==> config.mk <==
export PLATFORM = sky130hd
export DESIGN_NAME = dmem_arbiter
export DESIGN_NICKNAME = d
export VERILOG_FILES = /design/src/rtl/dmem_arbiter_pkg.sv /design/src/rtl/dmem_rr_pick.sv /design/src/rtl/dmem_arbiter.sv
export SDC_FILE = /design/constraint.sdc
export NUM_CORES = 1
export LEC_CHECK = 0
export ABC_CLOCK_PERIOD_IN_PS = 4900
export CAP_MARGIN = 20
export CELL_PAD_IN_SITES_DETAIL_PLACEMENT = 0
export CELL_PAD_IN_SITES_GLOBAL_PLACEMENT = 1
export CORE_MARGIN = 4
export CORE_UTILIZATION = 30
export CTS_CLUSTER_SIZE = 10
export DETAILED_ROUTE_END_ITERATION = 10
export PLACE_DENSITY = 0.82
export SYNTH_ARGS = -nofsm -noshare
export SYNTH_HDL_FRONTEND = slang
export SYNTH_HIERARCHICAL = 1
export SYNTH_SLANG_ARGS = --single-unit
==> constraint.sdc <==
create_clock -name dmem_arbiter_clk -period 4.9 [get_ports dmem_arbiter_clk]
set_input_delay 1.47 -clock dmem_arbiter_clk [delete_from_list [all_inputs] [get_ports dmem_arbiter_clk]]
set_output_delay 1.47 -clock dmem_arbiter_clk [all_outputs]
set_load 0.02 [all_outputs]
==> src/rtl/dmem_arbiter_pkg.sv <==
// rtl/dmem_arbiter_pkg.sv - shared types and defaults for the DMEM arbiter
// Holds the arbiter state enumeration and the default address/data widths.
package dmem_arbiter_pkg;

    localparam int unsigned ADDR_W_DEF = 8;
    localparam int unsigned DATA_W_DEF = 32;

    typedef enum logic [1:0] {
        IDLE   = 2'd0,
        ACCESS = 2'd1,
        RESP   = 2'd2
    } state_t;

endpackage

==> src/rtl/dmem_rr_pick.sv <==
// rtl/dmem_rr_pick.sv - two-way round-robin winner selection
// Ports:
//   req0, req1  in   requests from requester 0 / 1
//   prio        in   requester favoured when both request
//   grant       out  index of the winning requester
//   valid       out  at least one request is present
//   prio_next   out  priority pointer to keep if this pick is taken
module dmem_rr_pick (
    input  logic req0,
    input  logic req1,
    input  logic prio,
    output logic grant,
    output logic valid,
    output logic prio_next
);

    always_comb begin
        valid     = req0 | req1;
        grant     = 1'b0;
        prio_next = prio;
        if (req0 && req1) begin
            grant     = prio;
            // The loser gets priority next time both contend.
            prio_next = ~prio;
        end else if (req1) begin
            grant = 1'b1;
        end
    end

endmodule

==> src/rtl/dmem_arbiter.sv <==
// rtl/dmem_arbiter.sv - two-requester round-robin arbiter in front of a single-port DMEM
// Ports:
//   dmem_arbiter_clk / _rst_n         clock, asynchronous active-low reset
//   dmem_arbiter_req*/we*/addr*/wdata* requester 0/1 access requests
//   dmem_arbiter_ack* / rdata*        one-cycle completion pulse and read data
//   dmem_arbiter_mem_*                DMEM address, write data, enables, read data
// Every access takes exactly three cycles: IDLE (arbitrate), ACCESS (DMEM cycle),
// RESP (ack).
module dmem_arbiter
    import dmem_arbiter_pkg::*;
#(
    parameter int unsigned ADDR_W = ADDR_W_DEF,
    parameter int unsigned DATA_W = DATA_W_DEF
) (
    input  logic              dmem_arbiter_clk,
    input  logic              dmem_arbiter_rst_n,
    input  logic              dmem_arbiter_req0,
    input  logic              dmem_arbiter_req1,
    input  logic              dmem_arbiter_we0,
    input  logic              dmem_arbiter_we1,
    input  logic [ADDR_W-1:0] dmem_arbiter_addr0,
    input  logic [ADDR_W-1:0] dmem_arbiter_addr1,
    input  logic [DATA_W-1:0] dmem_arbiter_wdata0,
    input  logic [DATA_W-1:0] dmem_arbiter_wdata1,
    output logic              dmem_arbiter_ack0,
    output logic              dmem_arbiter_ack1,
    output logic [DATA_W-1:0] dmem_arbiter_rdata0,
    output logic [DATA_W-1:0] dmem_arbiter_rdata1,
    output logic [ADDR_W-1:0] dmem_arbiter_mem_address,
    output logic [DATA_W-1:0] dmem_arbiter_mem_data_in,
    output logic              dmem_arbiter_mem_write,
    output logic              dmem_arbiter_mem_read,
    input  logic [DATA_W-1:0] dmem_arbiter_mem_data_out
);

    state_t             state_q, state_d;
    logic               prio_q, prio_d;
    logic               idx_q, idx_d;
    logic               we_q, we_d;
    logic [ADDR_W-1:0]  addr_q, addr_d;
    logic [DATA_W-1:0]  wdata_q, wdata_d;
    logic [DATA_W-1:0]  rd_q, rd_d;

    logic pick_grant;
    logic pick_valid;
    logic pick_prio_next;

    dmem_rr_pick u_pick (
        .req0      (dmem_arbiter_req0),
        .req1      (dmem_arbiter_req1),
        .prio      (prio_q),
        .grant     (pick_grant),
        .valid     (pick_valid),
        .prio_next (pick_prio_next)
    );

    always_comb begin
        state_d = state_q;
        prio_d  = prio_q;
        idx_d   = idx_q;
        we_d    = we_q;
        addr_d  = addr_q;
        wdata_d = wdata_q;
        rd_d    = rd_q;
        case (state_q)
            IDLE: begin
                if (pick_valid) begin
                    state_d = ACCESS;
                    prio_d  = pick_prio_next;
                    idx_d   = pick_grant;
                    we_d    = pick_grant ? dmem_arbiter_we1    : dmem_arbiter_we0;
                    addr_d  = pick_grant ? dmem_arbiter_addr1  : dmem_arbiter_addr0;
                    wdata_d = pick_grant ? dmem_arbiter_wdata1 : dmem_arbiter_wdata0;
                end
            end
            ACCESS: begin
                state_d = RESP;
                // Writes leave the read register untouched so rdata shows the last read.
                if (!we_q) begin
                    rd_d = dmem_arbiter_mem_data_out;
                end
            end
            RESP: begin
                state_d = IDLE;
            end
            default: begin
                state_d = IDLE;
            end
        endcase
    end

    always_ff @(posedge dmem_arbiter_clk or negedge dmem_arbiter_rst_n) begin
        if (!dmem_arbiter_rst_n) begin
            state_q <= IDLE;
            prio_q  <= 1'b0;
            idx_q   <= 1'b0;
            we_q    <= 1'b0;
            addr_q  <= '0;
            wdata_q <= '0;
            rd_q    <= '0;
        end else begin
            state_q <= state_d;
            prio_q  <= prio_d;
            idx_q   <= idx_d;
            we_q    <= we_d;
            addr_q  <= addr_d;
            wdata_q <= wdata_d;
            rd_q    <= rd_d;
        end
    end

    // The latch registers only change when entering ACCESS, so driving the DMEM
    // bus straight from them also holds the last values outside ACCESS.
    // Enables and acks decode the state register, so reset clears them at once.
    assign dmem_arbiter_mem_address = addr_q;
    assign dmem_arbiter_mem_data_in = wdata_q;
    assign dmem_arbiter_mem_write   = (state_q == ACCESS) &&  we_q;
    assign dmem_arbiter_mem_read    = (state_q == ACCESS) && !we_q;
    assign dmem_arbiter_ack0        = (state_q == RESP) && !idx_q;
    assign dmem_arbiter_ack1        = (state_q == RESP) &&  idx_q;
    assign dmem_arbiter_rdata0      = rd_q;
    assign dmem_arbiter_rdata1      = rd_q;

endmodule
==> metrics list, run 1 <==
- Status: complete, no violations
- Compared with the post-synthesis result, the final layout area differs by 66.0%.
- In this run the standard cell core region covers 12000 um2.
* P_leak: 2.45 nW
* Worst-path fanout max: 26
- Horizontal die dimension: 119 um
- Critical path depth: 5
- Gates resized, CTS repair: 0
* Die H: between 100 and 150 um
- The most critical setup path has its startpoint at dmem_arbiter_req1.
* Max_cap viols: 0
- Across all setup checks in the final design, the least slack found is between 1 and 1.5 ns.
* Placer congestion estimate: between 0.7 and 0.8
- The clock period could shrink to roughly 3.4 ns.
- Counting the buffers created by CTS gives 9.
- The largest total area in the synthesized netlist belongs to sky130_fd_sc_hd__dfrtp_1.
- The path class of the tightest hold or removal check is reg -> reg.
- The worst register-to-register path begins at prio_q.
- Entering global routing, the biggest net connects 78 pins.
- Post-Syn Instances: roughly 250
* Count of vias placed by the detailed router: roughly 2700
* Number of levels in the clock H-tree: 3
- STA puts the critical path data required time at approximately 5.1 ns.
* Insertion delay to the later sink of the worst-skew pair: between 0.3 and 0.4 ns
- Before antenna repair, the detailed router went through 2 iterations.
- The share of the Yosys chip area taken by registers is 52.2%.
- Number of placed I/O pins: between 200 and 250
- Full die area: 14200 um2
* Worst path arrival time: 3.61 ns
- Synthesized Nets: between 300 and 400
- The worst setup path is captured at a register.
- Dominant register cell in the synthesized netlist: sky130_fd_sc_hd__dfrtp_1
* Library cell contributing the largest single delay on the critical path: sky130_fd_sc_hd__a21boi_4
* Share of final-layout standard cells stronger than drive strength 1: 31.0%
* Initial core utilization: 30.8%
* Row count: 40
* Number of synthesis warnings: 6
- Measured in cells, the most critical reg-to-reg path has a length of 5.
- Setup repair after global routing missed its margin: no
- Number of antenna-violating nets in the routed design: 0
- Number of buffers on the longest clock path: 2
- Antenna violations before repair: 0
- Each instance of the synthesized netlist takes up on average between 10 and 15 um2.
- The worst pin sits at a relative slew slack of 61.6%.
- In this run the register-to-register setup slack is 2.72 ns.
- Crit path to: dmem_arbiter_mem_data_in[4]
* Type of origin of the critical path: input port
- WP buf/inv: 2
* Yosys top cell area share: between 50% and 60%
- # DRC: 0
* Cell count of the worst hold path: 1
* Final hold vios: 0
- The wire-length estimate of the detail-placed layout is ~7500 um.
- By instance count, the leading cell after synthesis is sky130_fd_sc_hd__mux2_2.
- Static timing analysis puts the maximum clock frequency at ~0.29 GHz.
- Worst-path clk slew: about 0.060 ns
- The cell that appears most often on the critical path is sky130_fd_sc_hd__mux2_2.
* Number of setup buffers added after CTS: 0
* TritonCTS clock tree: yes
* Count of final setup violators: 0
* Total global-route track usage: roughly 14%
* Detailed Route WL: just under 10000 um
* Clock sink count: a little under 80
* Portion of the clock cycle consumed by the worst path in the final layout: 69.5%
- Antenna fix cells: 0
* Combined area of all synthesized cells: ~3700 um2
- After the first detailed-routing iteration, the DRC count stood at between 50 and 60.
- Crit path kind: in -> reg
* Cell at the root of the clock tree: sky130_fd_sc_hd__clkbuf_16
* Hold buffer count at cts: 0
- Number of register bits inferred by synthesis: 77
* Biggest area contributors in the synthesized netlist: sky130_fd_sc_hd__dfrtp_1, sky130_fd_sc_hd__mux2_2, sky130_fd_sc_hd__buf_4, sky130_fd_sc_hd__buf_6, sky130_fd_sc_hd__nor3b_4
- Synth cell types: 16
- Via count of the first global-routing pass: 3008
- After detailed routing, the average wire length per cell comes to 16.5 um.
* Dpl ws: around 1.1 ns
- Synth async-reset ratio: 100%
- Critical R2R Capture: dmem_arbiter_mem_data_in[4]
- The first global-routing pass estimated between 15000 and 20000 um of wire.
- Counting the fill cells in the layout gives around 1100.
- Power spread over the standard cell area amounts to between 600 and 700 nW/um2.
- Final setup TNS: 0 ns
* Number of nets in the layout: 563
- Measured slew at the worst slew-check pin: ~0.57 ns
- In the routed layout, each cell is associated on average with a via count of between 4 and 5.
- By count the netlist is led by sky130_fd_sc_hd__mux2_2, sky130_fd_sc_hd__dfrtp_1, sky130_fd_sc_hd__buf_4.
* CP Cell Sequence: clkdlybuf4s50_1 -> a21boi_4 -> buf_4 -> mux2_2 -> mux2_2
- The final max-slew violation count is 0.
* Delay of the slowest cell on the worst path: roughly 0.52 ns
- Worst-case vdd ir drop: 0.000293 V
- The cell family contributing the most delay on the critical path is buffers and inverters.
- Global routing finished with a remaining overflow of 0.
* Count of input and output buffers: around 230
- Count of flip-flops with a built-in enable after synthesis: 0
- Final Skew: about 0.0048 ns
layout by cell type, fill, tap and decap left out:
cell / count
sky130_fd_sc_hd__nor3b_2: 1
sky130_fd_sc_hd__mux2_1: 1
sky130_fd_sc_hd__clkdlybuf4s50_1: 224
sky130_fd_sc_hd__mux2_2: 115
sky130_fd_sc_hd__and3b_1: 1
sky130_fd_sc_hd__nand2_1: 1
sky130_fd_sc_hd__clkbuf_8: 1
sky130_fd_sc_hd__clkinv_2: 3
sky130_fd_sc_hd__inv_1: 1
sky130_fd_sc_hd__buf_12: 1
sky130_fd_sc_hd__clkbuf_16: 9
sky130_fd_sc_hd__nor3b_1: 1
sky130_fd_sc_hd__nor2b_1: 1
sky130_fd_sc_hd__a21boi_4: 1
sky130_fd_sc_hd__dfrtp_1: 77
sky130_fd_sc_hd__buf_4: 5
sky130_fd_sc_hd__xnor2_1: 1
sky130_fd_sc_hd__bufinv_16: 2
sky130_fd_sc_hd__and2_1: 1
sky130_fd_sc_hd__nor3b_4: 1
sky130_fd_sc_hd__or2_1: 1
layer usage:
layer,track usage (%),part of all wire [%],vias to the layer above
met5,0,0,-
met4,5.00,1.6,0
met3,4.94,7.4,12
met2,24.6,53,110
met1,15.9,38,1299
li1,-,-,1229
power breakdown:
part           leakage (nW)  switching (mW)  internal (mW)  total (mW)
combinational          1.39            1.04           1.26        2.30
sequential            0.905           0.218          0.970        1.19
clock                 0.158           0.243          0.454       0.697
total                  2.45            1.50           2.68        4.18
cell type report:
type / instances / area, um2 / area share, %
Clock buffer: 10 / 239 / 3.90
Tap cell: 147 / 184 / 3.00
Multi-Input combinational cell: 126 / 1400 / 22.9
Timing Repair Buffer: 230 / 2300 / 37.5
Clock inverter: 5 / 75.1 / 1.22
Sequential cell: 77 / 1930 / 31.4
Inverter: 1 / 3.75 / 0.0612
stage by stage:
step	std cells	utilization (%)	total power, mW	instance area [um2]	hold slack (ns)
2_1_floorplan	249	-	2.59	3690	0.497
3_3_place_gp	580	48.3	3.49	5800	0.489
3_5_place_dp	580	48.3	3.53	5800	0.496
4_1_cts	595	50.9	4.25	6110	0.508
5_1_grt	596	51.1	4.42	6130	0.522
6_report	596	51.1	4.18	6130	0.507
worst min-delay path by stage:
stage | startpoint | endpoint | slack [ns]
6_report | dmem_arbiter_mem_data_in[17] | dmem_arbiter_mem_data_in[17] | 0.51
5_1_grt | dmem_arbiter_mem_data_in[18] | dmem_arbiter_mem_data_in[18] | 0.52
4_1_cts | dmem_arbiter_mem_data_in[17] | dmem_arbiter_mem_data_in[17] | 0.51
3_5_place_dp | dmem_arbiter_mem_data_in[28] | dmem_arbiter_mem_data_in[28] | 0.50
3_3_place_gp | dmem_arbiter_mem_data_in[17] | dmem_arbiter_mem_data_in[17] | 0.49
2_1_floorplan | idx_q | idx_q | 0.50
flip-flops by register name, indices dropped and copies added, names as in the netlist:
| signal | flops |
|---|---|
| state_q | 2 |
| we_q | 1 |
| dmem_arbiter_rdata0 | 32 |
| dmem_arbiter_mem_data_in | 32 |
| dmem_arbiter_mem_address | 8 |
| idx_q | 1 |
| prio_q | 1 |
logic make-up after synthesis:
family	synth area share (%)
DFF	52.2
xor gates and xnor gates	0.237
AOI/OAI and AO/OA	0.203
buffers and inverters	10.3
muxes	35.4
and+or+nand+nor	1.76
(Power assumes the default switching activity.)
==> run 2: changes to the inputs <==
--- a/config.mk
+++ b/config.mk
@@ -5,15 +5,15 @@
 export SDC_FILE = /design/constraint.sdc
 export NUM_CORES = 1
 export LEC_CHECK = 0
-export ABC_CLOCK_PERIOD_IN_PS = 4900
+export ABC_CLOCK_PERIOD_IN_PS = 3500
 export CAP_MARGIN = 20
 export CELL_PAD_IN_SITES_DETAIL_PLACEMENT = 0
 export CELL_PAD_IN_SITES_GLOBAL_PLACEMENT = 1
 export CORE_MARGIN = 4
-export CORE_UTILIZATION = 30
+export CORE_UTILIZATION = 28
 export CTS_CLUSTER_SIZE = 10
 export DETAILED_ROUTE_END_ITERATION = 10
-export PLACE_DENSITY = 0.82
+export PLACE_DENSITY = 0.77
 export SYNTH_ARGS = -nofsm -noshare
 export SYNTH_HDL_FRONTEND = slang
 export SYNTH_HIERARCHICAL = 1
==> constraint.sdc (replaced) <==
create_clock -name dmem_arbiter_clk -period 3.5 [get_ports dmem_arbiter_clk]
set_input_delay 1.05 -clock dmem_arbiter_clk [delete_from_list [all_inputs] [get_ports dmem_arbiter_clk]]
set_output_delay 1.05 -clock dmem_arbiter_clk [all_outputs]
set_load 0.02 [all_outputs]
==> metrics list, run 2 (synthesized netlist as in run 1, its figures left out) <==
- Time the worst path needs with I/O delays and setup: between 2 and 3 ns
* Clock sink count: 77
- At the placement stage, the worst setup path has a slack of around 0.67 ns.
- CTS buffer count: 9
* Worst hold path type: reg -> reg
* Switching Power: between 2 and 2.5 mW
- Full die area: around 15000 um2
* Setup repair after global routing missed its margin: no
- Combinational logic is responsible for ~55% of the overall power.
- The filler cells instantiated in the layout total approximately 1100.
- Relative max-transition margin: 67.5%
- The cell family contributing the most delay on the critical path is buffers and inverters.
- The run finished with clean final reports.
- Final Skew: between 0.006 and 0.007 ns
- Setup slack of the worst register-to-register path: between 1.5 and 2 ns
- The slowest stage of the critical path belongs to the cell sky130_fd_sc_hd__clkdlybuf4s50_1.
- Max_cap viols: 0
- The number of setup buffers added after CTS is 0.
- Placeable Area: 12800 um2
- Row count: between 40 and 50
- The largest single stage delay on the critical path is between 0.6 and 0.7 ns.
- For this run, the top clock speed supported by timing is around 0.36 GHz.
* Worst-path clk slew: 0.06 ns
- Count of input and output buffers: 225
- The final layout contains routed wiring with a total length of 9810 um.
- The H-tree was split into 3 levels.
* Vias per cell: 4.23
- Measured slew at the worst slew-check pin: approximately 0.5 ns
* Worst-case vdd ir drop: approximately 0.00058 V
* Critical R2R Capture: dmem_arbiter_rdata0[15]
- Number of antenna-violating nets in the routed design: 0
- The initial antenna violation count is 0.
- In this run the vertical extent of the chip is between 100 and 150 um.
- The routed layout has between 2000 and 3000 vias.
* Wire length of the first global-routing pass: between 10000 and 15000 um
- Syn-to-layout area delta: 67.3%
* P_leak: around 2.5 nW
- Final setup TNS: 0 ns
- FF-to-FF Start: state_q[1]
- DRT Pass-1 Iters: 4
- 0 antenna diodes ended up in the layout.
* DR WL/cell: approximately 16 um
- Net switching is a little over a third of the power.
- Along the worst path, the maximum fanout reaches 5.
* Final Worst Setup Slack: about 0.71 ns
- Critical path depth: 2
- Crit path to: dmem_arbiter_ack0
- Via count of the first global-routing pass: 2889
* Gates resized, CTS repair: 0
* Number of placed I/O pins: roughly 230
- Insertion delay to the later sink of the worst-skew pair: approximately 0.32 ns
- Horizontal die dimension: between 100 and 150 um
* Power share of the sequential group: 28.3%
* Area after DPL: slightly below 6000 um2
- Cell at the root of the clock tree: sky130_fd_sc_hd__clkbuf_16
- Worst setup path startpoint: state_q[1]
* DR iter-0 viols: 71
* Portion of the clock cycle consumed by the worst path in the final layout: roughly four fifths
- The count of final hold-check violations came to 0.
* Pin count of the biggest net entering global routing: 78
- The final max-slew violation count came to 0.
* Total global-route track usage: about an eighth
* CP Cell Sequence: nor3b_1 -> clkdlybuf4s50_1
* Hold buffer count at cts: 0
* Placer congestion estimate: around 0.7
- Cell area after layout: 6180 um2
- Clock group share of total power: 16.6%
- Leaving out fill and tap cells, the most frequent cell in the layout is sky130_fd_sc_hd__clkdlybuf4s50_1.
* Remaining Overflow, GRT: 0
- For this run, the post-layout net count is approximately 560.
- Cells fill 48.4% of the core in the end.
- Data required, critical path: approximately 2.5 ns
- WP buf/inv: 1
- STA classifies the critical path startpoint as a register.
* Crit path kind: reg -> out
* TritonCTS clock tree: yes
* Worst path arrival time: ~1.7 ns
- Setup violations remaining at the end of the flow were counted as 0.
* Total power per unit cell area: approximately 950 nW/um2
- Summed over all nets, the half-perimeter wirelength after detailed placement is between 7000 and 8000 um.
- The internal power of the cells totals 3.76 mW.
* Most used cells in the layout excluding fill and tap cells: sky130_fd_sc_hd__clkdlybuf4s50_1, sky130_fd_sc_hd__mux2_2, sky130_fd_sc_hd__dfrtp_1
* Worst setup EP type: output port
* Initial core utilization: 28.9%
- In the final layout, the share of cells above drive strength 1 is about 31%.
* Number of buffers on the longest clock path: 2
* # DRC: 0
* Number of cells traversed by the worst register-to-register path: 3
## run 2: cell count changes in the layout (fill, tap and decap cells not counted), sizes merged
cell	delta
buf	+1
clkinv	-2
clkbuf	+4
bufinv	-1
## run 2: layer usage
layer	GRT usage, %	up-vias	routed length [um]	share of wire, %
li1	-	1232	-	-
met1	14.3	1282	3650	37
met2	22.2	115	5110	52
met3	5.16	9	945	9.6
met4	3.36	0	112	1.1
met5	0	-	0	0
## run 2: area by class of cell
class | instances | area, um2 | share of cell area [%]
clock buffers | 14 | 284 | 4.60
clock inverters | 2 | 38.8 | 0.628
inverters | 1 | 3.75 | 0.0607
multi-input cells | 126 | 1400 | 22.7
flip-flops and latches | 77 | 1930 | 31.2
well taps | 172 | 215 | 3.48
repair buffers | 231 | 2310 | 37.3
## run 2: worst min-delay path by stage
stage	start	to	slack, ns	cells past startpoint
global route	dmem_arbiter_mem_address[4]	dmem_arbiter_mem_address[4]	0.52	1
global placement	dmem_arbiter_mem_address[5]	dmem_arbiter_mem_address[5]	0.49	1
detailed placement	dmem_arbiter_mem_data_in[31]	dmem_arbiter_mem_data_in[31]	0.50	1
floorplan	idx_q	idx_q	0.50	1
CTS	dmem_arbiter_mem_data_in[31]	dmem_arbiter_mem_data_in[31]	0.51	1
finish	dmem_arbiter_mem_address[4]	dmem_arbiter_mem_address[4]	0.50	1
## run 2: metrics by stage
step / power, mW / std cells / hold WS [ns]
floorplan: 3.62 / 249 / 0.497
global placement: 4.91 / 606 / 0.489
detailed placement: 4.95 / 606 / 0.495
CTS: 5.96 / 622 / 0.509
global route: 6.20 / 623 / 0.521
finish: 5.86 / 623 / 0.503
## run 2: power groups by stage
stage / Sequential [mW] / Combinational (mW) / Clock [mW]
floorplan: 2.16 / 1.46 / 0
global placement: 1.66 / 3.25 / 0
detailed placement: 1.68 / 3.27 / 0
CTS: 1.67 / 3.28 / 1.00
global route: 1.73 / 3.42 / 1.04
finish: 1.66 / 3.23 / 0.972
